File: src/rtl/uart_pkg.sv
// ============================================================================
// Module  : uart_pkg
// Brief   : Shared state encodings, status bit positions and flow-control margin.
// Rev     : 1.0
// ============================================================================
`default_nettype none

package uart_pkg;

    typedef enum logic [1:0] {
        TX_IDLE  = 2'd0,
        TX_START = 2'd1,
        TX_DATA  = 2'd2,
        TX_STOP  = 2'd3
    } tx_state_t;

    typedef enum logic [2:0] {
        RX_IDLE      = 3'd0,
        RX_START     = 3'd1,
        RX_DATA      = 3'd2,
        RX_STOP      = 3'd3,
        RX_WAIT_HIGH = 3'd4
    } rx_state_t;

    localparam int c_STAT_TX_FULL   = 0;
    localparam int c_STAT_TX_EMPTY  = 1;
    localparam int c_STAT_RX_FULL   = 2;
    localparam int c_STAT_RX_EMPTY  = 3;
    localparam int c_STAT_OVERRUN   = 4;
    localparam int c_STAT_FRAME_ERR = 5;
    localparam int c_STAT_TX_BUSY   = 6;
    localparam int c_STAT_LEVEL_LSB = 8;

    localparam int RTS_MARGIN = 4;

endpackage

`default_nettype wire

File: src/rtl/sync_fifo.sv
// ============================================================================
// Module  : sync_fifo
// Brief   : First-word-fall-through FIFO with full/empty flags and fill level.
// Rev     : 1.0
// ============================================================================
`default_nettype none

module sync_fifo #(
    parameter int DATA_W = 8,
    parameter int ADDR_W = 4
) (
    input  logic              clk,
    input  logic              rst,
    input  logic              i_push,
    input  logic [DATA_W-1:0] i_data,
    input  logic              i_pop,
    output logic [DATA_W-1:0] o_data,
    output logic              o_full,
    output logic              o_empty,
    output logic [ADDR_W:0]   o_level
);
    localparam int DEPTH = 1 << ADDR_W;

    logic [DATA_W-1:0] r_mem [DEPTH];
    logic [ADDR_W:0]   r_wr_ptr;
    logic [ADDR_W:0]   r_rd_ptr;
    logic [ADDR_W:0]   w_level;
    logic              w_do_push;
    logic              w_do_pop;

    // Level never exceeds DEPTH, so its MSB alone marks full.
    assign w_level   = r_wr_ptr - r_rd_ptr;
    assign o_level   = w_level;
    assign o_full    = w_level[ADDR_W];
    assign o_empty   = (w_level == '0);
    assign w_do_push = i_push && !o_full;
    assign w_do_pop  = i_pop && !o_empty;
    assign o_data    = r_mem[r_rd_ptr[ADDR_W-1:0]];

    always_ff @(posedge clk) begin
        if (rst) begin
            r_wr_ptr <= '0;
            r_rd_ptr <= '0;
        end else begin
            if (w_do_push) r_wr_ptr <= r_wr_ptr + 1'b1;
            if (w_do_pop)  r_rd_ptr <= r_rd_ptr + 1'b1;
        end
    end

    always_ff @(posedge clk) begin
        if (w_do_push) r_mem[r_wr_ptr[ADDR_W-1:0]] <= i_data;
    end

endmodule

`default_nettype wire

File: src/rtl/uart_fifo_bridge.sv
// ============================================================================
// Module  : uart_fifo_bridge
// Brief   : TX FIFO + serializer and RX deserializer + FIFO for the CPU bus.
//           Optional RTS/CTS flow control enabled by UART_FLOW_CTRL_EN.
// Rev     : 1.0
// ============================================================================
`default_nettype none

module uart_fifo_bridge
    import uart_pkg::*;
#(
    parameter int DATA_W       = 8,
    parameter int ADDR_W       = 4,
    parameter int CLKS_PER_BIT = 104
) (
    input  logic              CLK,
    input  logic              RST,
    input  logic [DATA_W-1:0] dataIn,
    input  logic              write,
    input  logic              read,
    input  logic              clearErr,
    output logic [DATA_W-1:0] dataOut,
    output logic [15:0]       status,
`ifdef UART_FLOW_CTRL_EN
    input  logic              CTS_n,
    output logic              RTS_n,
`endif
    input  logic              RX,
    output logic              TX
);
    localparam int CNT_W = $clog2(CLKS_PER_BIT);
    localparam int IDX_W = $clog2(DATA_W);

    tx_state_t         r_tx_state, w_tx_next;
    rx_state_t         r_rx_state, w_rx_next;
    logic [CNT_W-1:0]  r_tx_cnt, r_rx_cnt;
    logic [IDX_W-1:0]  r_tx_idx, r_rx_idx;
    logic [DATA_W-1:0] r_tx_shift, r_rx_shift;
    logic              r_tx, r_rx_meta, r_rx_sync, r_rx_push, r_overrun, r_frame_err;
    logic              w_tx_pop, w_tx_tick, w_rx_half, w_rx_tick, w_rx_cnt_clr;
    logic              w_rx_done, w_frame_err, w_cts_ok;
    logic              w_tx_full, w_tx_empty, w_rx_full, w_rx_empty;
    logic [DATA_W-1:0] w_tx_head, w_rx_head;
    logic [ADDR_W:0]   w_rx_level, w_tx_level_unused;

    sync_fifo #(.DATA_W(DATA_W), .ADDR_W(ADDR_W)) u_tx_fifo (
        .clk(CLK), .rst(RST), .i_push(write), .i_data(dataIn), .i_pop(w_tx_pop),
        .o_data(w_tx_head), .o_full(w_tx_full), .o_empty(w_tx_empty), .o_level(w_tx_level_unused)
    );

    sync_fifo #(.DATA_W(DATA_W), .ADDR_W(ADDR_W)) u_rx_fifo (
        .clk(CLK), .rst(RST), .i_push(r_rx_push), .i_data(r_rx_shift), .i_pop(read),
        .o_data(w_rx_head), .o_full(w_rx_full), .o_empty(w_rx_empty), .o_level(w_rx_level)
    );

`ifdef UART_FLOW_CTRL_EN
    localparam int RTS_TH = (2**ADDR_W > RTS_MARGIN) ? (2**ADDR_W - RTS_MARGIN) : 0;
    logic r_cts_meta, r_cts_sync, r_rts_n;

    always_ff @(posedge CLK) begin
        if (RST) begin
            r_cts_meta <= 1'b1;
            r_cts_sync <= 1'b1;
            r_rts_n    <= 1'b0;
        end else begin
            r_cts_meta <= CTS_n;
            r_cts_sync <= r_cts_meta;
            r_rts_n    <= (int'(w_rx_level) >= RTS_TH);
        end
    end
    assign w_cts_ok = !r_cts_sync;
    assign RTS_n    = r_rts_n;
`else
    assign w_cts_ok = 1'b1;
`endif

    always_comb begin
        w_tx_next = r_tx_state;
        w_tx_pop  = 1'b0;
        w_tx_tick = (r_tx_cnt == CNT_W'(CLKS_PER_BIT - 1));
        case (r_tx_state)
            TX_IDLE:  if (!w_tx_empty && w_cts_ok) begin
                          w_tx_pop  = 1'b1;
                          w_tx_next = TX_START;
                      end
            TX_START: if (w_tx_tick) w_tx_next = TX_DATA;
            TX_DATA:  if (w_tx_tick && r_tx_idx == IDX_W'(DATA_W - 1)) w_tx_next = TX_STOP;
            TX_STOP:  if (w_tx_tick) w_tx_next = TX_IDLE;
            default:  w_tx_next = TX_IDLE;
        endcase
    end

    // TX pin is re-registered from the current state, so the start bit
    // appears one edge after the IDLE pop.
    always_ff @(posedge CLK) begin
        if (RST) begin
            r_tx_state <= TX_IDLE;
            r_tx_cnt   <= '0;
            r_tx_idx   <= '0;
            r_tx_shift <= '0;
            r_tx       <= 1'b1;
        end else begin
            r_tx_state <= w_tx_next;
            r_tx_cnt   <= (r_tx_state == TX_IDLE || w_tx_tick) ? '0 : r_tx_cnt + 1'b1;
            if (w_tx_pop) begin
                r_tx_shift <= w_tx_head;
                r_tx_idx   <= '0;
            end else if (r_tx_state == TX_DATA && w_tx_tick) begin
                r_tx_shift <= r_tx_shift >> 1;
                r_tx_idx   <= r_tx_idx + 1'b1;
            end
            case (r_tx_state)
                TX_START: r_tx <= 1'b0;
                TX_DATA:  r_tx <= r_tx_shift[0];
                default:  r_tx <= 1'b1;
            endcase
        end
    end

    always_comb begin
        w_rx_next    = r_rx_state;
        w_rx_half    = (r_rx_cnt == CNT_W'(CLKS_PER_BIT / 2 - 1));
        w_rx_tick    = (r_rx_cnt == CNT_W'(CLKS_PER_BIT - 1));
        w_rx_cnt_clr = 1'b0;
        w_rx_done    = 1'b0;
        w_frame_err  = 1'b0;
        case (r_rx_state)
            RX_IDLE: begin
                w_rx_cnt_clr = 1'b1;
                if (!r_rx_sync) w_rx_next = RX_START;
            end
            RX_START: if (w_rx_half) begin
                w_rx_cnt_clr = 1'b1;
                w_rx_next    = r_rx_sync ? RX_IDLE : RX_DATA;
            end
            RX_DATA: if (w_rx_tick) begin
                w_rx_cnt_clr = 1'b1;
                if (r_rx_idx == IDX_W'(DATA_W - 1)) w_rx_next = RX_STOP;
            end
            RX_STOP: if (w_rx_tick) begin
                w_rx_cnt_clr = 1'b1;
                if (r_rx_sync) begin
                    w_rx_done = 1'b1;
                    w_rx_next = RX_IDLE;
                end else begin
                    w_frame_err = 1'b1;
                    w_rx_next   = RX_WAIT_HIGH;
                end
            end
            RX_WAIT_HIGH: begin
                w_rx_cnt_clr = 1'b1;
                if (r_rx_sync) w_rx_next = RX_IDLE;
            end
            default: w_rx_next = RX_IDLE;
        endcase
    end

    // A new error outranks clearErr arriving in the same cycle.
    always_ff @(posedge CLK) begin
        if (RST) begin
            r_rx_state  <= RX_IDLE;
            r_rx_meta   <= 1'b1;
            r_rx_sync   <= 1'b1;
            r_rx_cnt    <= '0;
            r_rx_idx    <= '0;
            r_rx_shift  <= '0;
            r_rx_push   <= 1'b0;
            r_overrun   <= 1'b0;
            r_frame_err <= 1'b0;
        end else begin
            r_rx_state <= w_rx_next;
            r_rx_meta  <= RX;
            r_rx_sync  <= r_rx_meta;
            r_rx_cnt   <= w_rx_cnt_clr ? '0 : r_rx_cnt + 1'b1;
            if (r_rx_state == RX_START) begin
                r_rx_idx <= '0;
            end else if (r_rx_state == RX_DATA && w_rx_tick) begin
                r_rx_shift <= {r_rx_sync, r_rx_shift[DATA_W-1:1]};
                r_rx_idx   <= r_rx_idx + 1'b1;
            end
            r_rx_push   <= w_rx_done;
            r_overrun   <= (r_rx_push && w_rx_full) || (r_overrun && !clearErr);
            r_frame_err <= w_frame_err || (r_frame_err && !clearErr);
        end
    end

    always_comb begin
        status                   = '0;
        status[c_STAT_TX_FULL]   = w_tx_full;
        status[c_STAT_TX_EMPTY]  = w_tx_empty;
        status[c_STAT_RX_FULL]   = w_rx_full;
        status[c_STAT_RX_EMPTY]  = w_rx_empty;
        status[c_STAT_OVERRUN]   = r_overrun;
        status[c_STAT_FRAME_ERR] = r_frame_err;
        status[c_STAT_TX_BUSY]   = (r_tx_state != TX_IDLE);
        status[c_STAT_LEVEL_LSB +: 8] = 8'(w_rx_level);
    end

    assign dataOut = w_rx_empty ? '0 : w_rx_head;
    assign TX      = r_tx;

endmodule

`default_nettype wire
File: config.mk
export PLATFORM = sky130hd
export DESIGN_NAME = uart_fifo_bridge
export DESIGN_NICKNAME = d
export VERILOG_FILES = /design/src/rtl/uart_pkg.sv /design/src/rtl/sync_fifo.sv /design/src/rtl/uart_fifo_bridge.sv
export SDC_FILE = /design/constraint.sdc
export NUM_CORES = 1
export LEC_CHECK = 0
export ABC_AREA = 1
export CAP_MARGIN = 20
export CORE_MARGIN = 3
export CORE_UTILIZATION = 25
export CTS_CLUSTER_DIAMETER = 50
export DETAILED_ROUTE_END_ITERATION = 8
export PLACE_DENSITY = 0.4
export REMOVE_ABC_BUFFERS = 1
export SYNTH_ARGS = -nofsm -noshare
export SYNTH_HDL_FRONTEND = slang
export SYNTH_SLANG_ARGS = --single-unit
File: constraint.sdc
create_clock -name CLK -period 2.8 [get_ports CLK]
set_input_delay 0.28 -clock CLK [delete_from_list [all_inputs] [get_ports CLK]]
set_output_delay 0.28 -clock CLK [all_outputs]
set_load 0.02 [all_outputs]
# Word-level counts from Yosys, hierarchy flattened
# Memory sizes are Yosys's and may differ from the RTL's. A register that Yosys moved wholly into a read port is not among the register bits.
# Cells that the tools add are included.
# word_totals
regBits,67
ram_bits,256
inputBits,14
output_inout_bits,25
elab_cells,124
n_memories,2
# classes
n_addsub,10
n_eq_ne,22
muxes,35
n_bitwise,3
n_reduce_logical,34
# mem_list
memory,words,width,read_ports,rd_ports_with_merged_regs,wr,line,source
u_rx_fifo.r_mem,16,8,1,1,1,sync_fifo.sv:24,logic [DATA_W-1:0] r_mem [DEPTH];
u_tx_fifo.r_mem,16,8,1,1,1,sync_fifo.sv:24,
# op_table
cell,count
$mux 8,3
$mux 3,7
$add 5x1->5 const B,4
$ne 2x2->1 const B,10
$mux 4,4
$pmux 3 s5,1
$add 7x1->7 const B,2
$eq 7x7->1 const B,2
$mux 1,12
$reduce_or 2->1,6
$logic_and 1x1->1,10
$logic_not 5->1,2
$mux 2,5
$sub 5x5->5,2
$eq 3x3->1 const B,3
$pmux 2 s4,1
$eq 7x6->1 const B,1
$add 3x1->3 const B,2
$eq 3x2->1 const B,2
$reduce_and 6->1,1
$logic_not 1->1,5
$eq 2x2->1 const B,2
$reduce_and 4->1,1
$reduce_bool 2->1,2
other kinds (10),14

# Logic depth before layout (Yosys ltp)
# Gate-level depths: netlist of the first run.
# depth
depth_word,7
depth_mapped,16
mapped_depth_nobuf,15

# By module
# Synthesis of the first run repeated with hierarchy kept, for this count alone.
# unflattened
hier_cells,1328
area_unflattened_um2,14211.1
# by_module_without_submodules
mod,n_inst,cells_each,area_per_inst_um2,seq_area_each_um2
sync_fifo,2,509,5936.9,4124.0
uart_fifo_bridge,1,310,2337.2,940.9

# Worst setup path after synthesis of the first run
# Ideal clock, no wire load.
# synth_path
path_type,register to output
startpoint,reg u_rx_fifo.r_wr_ptr[0]
endpoint,out dataOut[1]
t_arrival_ns,2.367
required_time_ns,2.520
slack_ns,0.153
path_stages_with_launch,10
path_buffers,0
path_cell_list,dfxtp_1 -> inv_1 -> ha_1 -> inv_1 -> fa_1 -> xor2_1 -> nor3_1 -> nand3_4 -> inv_1 -> nor3_1
# synth_between
elab_chain_len,3
# synth_rtl
element,line,source
from (decl),sync_fifo.sv:25,logic [ADDR_W:0] r_wr_ptr;
from (signal assigned),sync_fifo.sv:45,if (w_do_push) r_wr_ptr <= r_wr_ptr + 1'b1;
$sub 5x5->5,sync_fifo.sv:32,assign w_level = r_wr_ptr - r_rd_ptr;
via status[10],uart_fifo_bridge.sv:23,"output logic [15:0] status,"
$logic_not 5->1,sync_fifo.sv:35,assign o_empty = (w_level == '0);
via u_rx_fifo.o_empty,sync_fifo.sv:19,"output logic o_empty,"
$mux 8,uart_fifo_bridge.sv:199,assign dataOut = w_rx_empty ? '0 : w_rx_head;
to (decl),uart_fifo_bridge.sv:22,"output logic [DATA_W-1:0] dataOut,"
# The timed path passes the listed nets, and every way through them passes these cells.

# Worst setup path after layout of the first run
# layout_path
startpoint,reg u_rx_fifo.r_wr_ptr[0]
endpoint,out dataOut[4]
# layout_between
elab_chain_len,3
# layout_rtl
element,line
$sub 5x5->5,sync_fifo.sv:32
$logic_not 5->1,sync_fifo.sv:35
$mux 8,uart_fifo_bridge.sv:199
# No other way between the ends.

==> results of run 1 <==
critical path: cells and delay by family, from the launching register on:
family / cells / cell delay, ns
adder cells (fa/ha/maj): 2 / 0.52
buffers and inverters: 5 / 0.46
AND/OR/NAND/NOR: 6 / 0.63
flip-flops: 1 / 0.32
layer usage:
metal	track usage [%]	part of all wire (%)	up-vias
met5	0	0	-
met4	3.71	2.1	0
met3	2.26	4.0	52
met2	19.9	48	155
met1	15.6	46	4546
li1	-	-	4815
Yosys cell counts (all sizes together):
cell type  number  area [µm²]
nor4            3        18.8
o211ai         13        97.6
inv            87         327
a31oi          11        68.8
xor2           10        87.6
ha             29         363
dfxtp          75        1500
a32oi           2        17.5
nand4           2        12.5
conb            1        3.75
clkbuf         31         118
nand2         339        1290
or2             5        31.3
edfxtp        256        7690
nor2          132         513
o21a            1        7.51
nand3         176         893
o21ai          55         275
nor3b           3        22.5
buf            38         238
xnor2           3        26.3
o21bai          1        7.51
a21oi          58         294
clkinv          2        7.51
o221ai          1        8.76
nor3           14        70.1
fa              2        40.0
o22ai           3        18.8
final cells by class:
cell class / count / area share (%)
inverters: 89 / 1.99
repair buffers: 108 / 5.10
flip-flops and latches: 331 / 53.9
clock inverters: 25 / 1.48
well taps: 748 / 5.49
multi-input cells: 867 / 24.8
clock buffers: 59 / 7.22
per-stage QoR:
stage	hold slack (ns)	total power [µW]
floorplan	0.349	7710
global placement	0.401	9060
detailed placement	0.409	9070
CTS	0.234	14700
global route	0.247	15400
finish	0.273	14500
worst max path at each step:
stage	startpoint	cells after the start	endpoint	slack (ns)
6_report	u_rx_fifo.r_wr_ptr[0]	13	dataOut[4]	0.01
5_1_grt	u_rx_fifo.r_wr_ptr[0]	13	dataOut[2]	-0.14
4_1_cts	u_rx_fifo.r_wr_ptr[0]	13	dataOut[2]	-0.08
3_5_place_dp	u_rx_fifo.r_wr_ptr[0]	9	status[3]	0.03
3_3_place_gp	u_rx_fifo.r_wr_ptr[0]	11	status[3]	0.06
2_1_floorplan	register	11	r_tx_shift[1]	-0.50
kinds of logic (layout without fill, tap and decap cells):
kind of cell | count (synthesis) | after routing | synth area share, %
adder cells (fa/ha/maj) | 31 | 31 | 2.87
other | 1 | 4 | 0.0267
flip-flops | 331 | 331 | 65.4
buffers and inverters | 158 | 281 | 4.91
AO/OA/AOI/OAI | 145 | 145 | 5.66
XOR/XNOR | 13 | 13 | 0.810
AND/OR/NAND/NOR | 674 | 674 | 20.3
registers in the layout, indices dropped and copies added (netlist names), 2 cells and up, named ones only:
register,flops
r_rx_shift,8
u_tx_fifo.r_rd_ptr,5
u_tx_fifo.r_wr_ptr,5
r_rx_idx,3
u_rx_fifo.r_rd_ptr,5
r_rx_cnt,7
u_rx_fifo.r_mem,128
r_tx_state,2
r_tx_cnt,7
r_rx_state,3
u_tx_fifo.r_mem,128
r_tx_idx,3
r_tx_shift,8
u_rx_fifo.r_wr_ptr,5
power by group through the flow:
stage	Clock, µW	Combinational, µW	Sequential, µW
floorplan	0	1910	5810
global placement	0	3370	5690
detailed placement	0	3390	5690
CTS	5810	3350	5590
global route	6030	3800	5610
finish	5610	3330	5590
timing repair:
item,CTS,global route
setup endpoints to repair,14,32
pin swaps,3,6
gates resized for setup,56,30
setup buffers,1,3
endpoints found under the hold margin,0,0
==> results_dict.tcl, run 1 <==
set metrics [dict create \
    status "complete, no violations" \
    route.final.wire_length_um 35700 \
    yosysUniqueCellTypes 41 \
    hold-path-endpoint "r_rx_meta" \
    synth_area_per_cell_um2 10.4 \
    fin_crit_sh_pct 99.6 \
    core_area_mm2 0.0553 \
    path_cells "inv_2 -> ha_4 -> inv_4 -> fa_2 -> nand3_2 -> nand2_2 -> or2_1 -> nand2_2 -> nand3_4 -> inv_4 -> buf_6 -> nor3_1 -> buf_4" \
    final_layout_size_suffix_gt1_share_pct 13.0 \
    multiInputGateArea_mm2 0.00424 \
    placementRows 86 \
    dieArea_mm2 0.0591 \
    min-delay-path-class "input pin to register" \
    netSwitchingFraction_pct 31.2 \
    pin_count_of_the_biggest_net_entering_global_routing 34 \
    tritoncts "yes" \
    finish.instance_area_mm2 0.0171 \
    worst_slack_ns 0.0110 \
    power.combinational.fraction_pct 22.9 \
    drv_slew 0 \
    vias 9568 \
    critical_path_peak_fanout 5 \
    power.net_switching_uw 4530 \
    ant_nets 0 \
    finalHoldViolCount 0 \
    globalRoute.totalOverflow 0 \
    clk_pin_slew_worst_paths_ns 0.05 \
    detail_route.vias_per_cell 4.30 \
    start_util_pct 25.4 \
    setup_violations 0 \
    drt_iter0_markers 578 \
    area.sequential_mm2 0.00920 \
    startpoint_type "register" \
    synthesized_flop_and_latch_total 331 \
    cts_htree_levels 2 \
    grt_antenna_before_repair 0 \
    netlist_area_mm2 0.0140 \
    die_h_um 243 \
    placedCellCount 2139 \
    timing.hold.worst.start "RX" \
    power.density_cell_area_mw_per_mm2 852 \
    nNetsFinal 1488 \
    port_buffers 34 \
    worst-r2r-cell-count 14 \
    grt_first_pass_wirelength_um 54800 \
    detailed_place.area_mm2 0.0155 \
    ctsHoldBuffers 0 \
    cp_slowest_stage_delay_ns 0.39 \
    hpwlAfterDp_um 22600 \
    end_kind "output pin" \
    insertion_delay_ns 0.57 \
    post_layout_utilization_of_the_core_pct 30.9 \
    critical_path.reg2reg.endpoint "u_rx_fifo.r_mem[2][4]" \
    total_leakage_power_uw 0.00638 \
    finClkSkew_ns 0.0392 \
    clock.fmax_ghz 0.359 \
    synth_seq_area_share_pct 65.4 \
    crit_slowest_cell "fa_2" \
    track_usage_pct 11.9 \
    timing.critical_path.arrival_ns 2.51 \
    max_cap_viol_count 0 \
    mostFrequentLayoutCell "nand2_1" \
    cts_buffer_depth 3 \
    timing_worst_slew_pin_value_ns 0.964 \
    worstPathRequired_ns 2.52 \
    route.detailed.drc 0 \
    min_period_ns 2.79 \
    routabilityCongestion 0.767 \
    setup_repair_after_global_routing_missed_its_margin "true" \
    die_width_um 243 \
    worst_slack_placed_ns 0.0329 \
    max_slew_margin_pct 35.7 \
    cell_internal_pwr_uw 10000 \
    detailedRoute.firstPassIterationCount 5 \
    power.share.clock_pct 38.6 \
    drt-wirelength-per-cell_um 16.0 \
    holdPathStages 2 \
    synth_cells 1353 \
    cts_made_buffers 46 \
    mostFrequentLayoutCells "334 x nand2_1, 256 x edfxtp_1, 174 x nand3_1" \
    clock_sink_count 331 \
    worst-setup-path-type "register to output pin" \
    warnings_synthesis 0 \
    io_pins 39 \
    root_buffer "clkbuf_16" \
    r2r_setup_slack_ns 0.18 \
    fill_cells 5739 \
    setup_tns_ns 0 \
    ir_drop_mv 0.505 \
    antenna-diode-count 0 \
    grt_pass1_vias 9383 \
    worst_r2r_startpoint "u_rx_fifo.r_wr_ptr[0]" \
    layout_stage_area_growth_over_the_synthesis_result_pct 21.5 \
    layoutNonFillerInstCount 2227 \
    share_seq_of_total_power_pct 38.5 \
]
No activity file was read; power rests on OpenSTA's default activity.
==> run 2, diff against run 1 <==
Settings changed: MAX_ROUTING_LAYER set to met4.
==> run 2 against run 1 <==
  * Combinational power hardly changed
  * Register-to-register slack hardly changed
  * Utilization stayed put
  * First-iteration DRC count is 5.7% lower
  * Maximum frequency hardly changed
  * Total power hardly changed
  * Non-clock buffer count stayed put
  * Clock skew is 0.0012 ns lower
  * Clock power hardly changed
  * Final area stayed put
  * Largest power group unchanged
==> results_dict.tcl, run 2 (synthesized netlist as in run 1, its figures left out) <==
set metrics [dict create \
    total_leakage_power_uw 0.00638 \
    worst-setup-path-type "register to output pin" \
    setup_violations 0 \
    pin_count_of_the_biggest_net_entering_global_routing 34 \
    worst_slack_ns 0.00853 \
    ctsHoldBuffers 0 \
    clock_sink_count 331 \
    mostFrequentLayoutCell "nand2_1" \
    cts_made_buffers 46 \
    max_cap_viol_count 0 \
    root_buffer "clkbuf_16" \
    final_layout_size_suffix_gt1_share_pct 13.0 \
    track_usage_pct 12.3 \
    detailedRoute.firstPassIterationCount 7 \
    vias 9519 \
    placedCellCount 2139 \
    critPathTopFamily "simple AND/OR/NAND/NOR gates" \
    timing.hold.worst.start "RX" \
    status "complete, no violations" \
    path_cells "inv_2 -> ha_4 -> inv_4 -> fa_2 -> nand3_2 -> nand2_2 -> or2_1 -> nand2_2 -> nand3_4 -> inv_4 -> buf_6 -> nor3_1 -> buf_4" \
    grt_pass1_vias 9376 \
    finClkSkew_ns 0.0380 \
    ant_nets 0 \
    max_slew_margin_pct 38.5 \
    worst_r2r_startpoint "u_rx_fifo.r_wr_ptr[0]" \
    min_period_ns 2.79 \
    critical_path_startpoint "u_rx_fifo.r_wr_ptr[0]" \
    drv_slew 0 \
    r2r_setup_slack_ns 0.18 \
    drt-wirelength-per-cell_um 16.0 \
    port_buffers 34 \
    route.detailed.drc 0 \
    layoutNonFillerInstCount 2227 \
    nNetsFinal 1488 \
    antenna-diode-count 0 \
    grt_antenna_before_repair 0 \
    power.density_cell_area_mw_per_mm2 851 \
    cp_slowest_stage_delay_ns 0.39 \
    clk_pin_slew_worst_paths_ns 0.05 \
    critPathBufInv 5 \
    setup_tns_ns 0 \
    start_util_pct 25.4 \
    clock.fmax_ghz 0.358 \
    dieArea_mm2 0.0591 \
    drt_iter0_markers 545 \
    placementRows 86 \
    layout_stage_area_growth_over_the_synthesis_result_pct 21.5 \
    io_pins 39 \
    cts_buffer_depth 3 \
    setup_repair_after_global_routing_missed_its_margin "true" \
    fin_crit_sh_pct 99.7 \
    min-delay-path-class "input pin to register" \
    timing_worst_slew_pin_value_ns 0.922 \
    tritoncts "yes" \
    grt_first_pass_wirelength_um 54800 \
    finalHoldViolCount 0 \
    detail_route.vias_per_cell 4.27 \
    power_uw 14500 \
    globalRoute.totalOverflow 0 \
    routabilityCongestion 0.779 \
    insertion_delay_ns 0.57 \
    end_kind "output pin" \
    route.final.wire_length_um 35600 \
    core_area_mm2 0.0553 \
    mostFrequentLayoutCells "334 x nand2_1, 256 x edfxtp_1, 174 x nand3_1" \
    critical_path_peak_fanout 5 \
    die_h_um 243 \
    ir_drop_mv 0.505 \
    worstPathRequired_ns 2.52 \
    post_layout_utilization_of_the_core_pct 30.9 \
    fill_cells 5739 \
    worst_slack_placed_ns 0.0329 \
    crit_slowest_cell "fa_2" \
    timing.critical_path.arrival_ns 2.51 \
    hpwlAfterDp_um 22600 \
    die_width_um 243 \
    startpoint_type "register" \
    cts_htree_levels 2 \
]
run 2: cell counts in the layout (fill, tap and decap cells not counted):
No cell type changed its count.
run 2: what timing repair did:
action | CTS | global route
endpoints found under the setup margin | 14 | 32
pin swaps | 3 | 6
setup buffers | 1 | 3
gates resized for setup | 56 | 30
run 2: path summary, 6_finish.rpt:
kind                           end  cells past startpoint
max reg2reg  u_rx_fifo.r_mem[2][4]                     14
min reg2reg              r_rx_sync                      1
max                     dataOut[4]                     13
min                      r_rx_meta                      2
run 2: cell type report:
cell class	count	area [µm²]	share of cell area, %
Clock buffer	59	1230	7.22
Clock inverter	25	253	1.48
Sequential cell	331	9200	53.9
Multi-Input combinational cell	867	4240	24.8
Inverter	89	340	1.99
Tap cell	748	936	5.49
Timing Repair Buffer	108	871	5.10
run 2: through the flow:
| step | hold slack [ns] | instance area, µm² |
|---|---|---|
| 2_1_floorplan | 0.349 | 13700 |
| 3_3_place_gp | 0.401 | 15500 |
| 3_5_place_dp | 0.409 | 15500 |
| 4_1_cts | 0.234 | 17000 |
| 5_1_grt | 0.247 | 17100 |
| 6_report | 0.273 | 17100 |
run 2: power by group:
group / total [µW] / internal (µW) / switching (µW) / leakage (µW)
registers: 5590 / 5480 / 115 / 0.00295
logic: 3320 / 1110 / 2210 / 0.00270
clock network: 5620 / 3410 / 2200 / 0.000725
total: 14500 / 10000 / 4530 / 0.00638
run 2: layer usage:
layer  vias up  wire length, µm  track usage (%)
li1       4815                -                -
met1      4527            16500             15.6
met2       123            17100             20.0
met3        54             1200             2.26
met4         0              758             3.71
met5         -                0                -
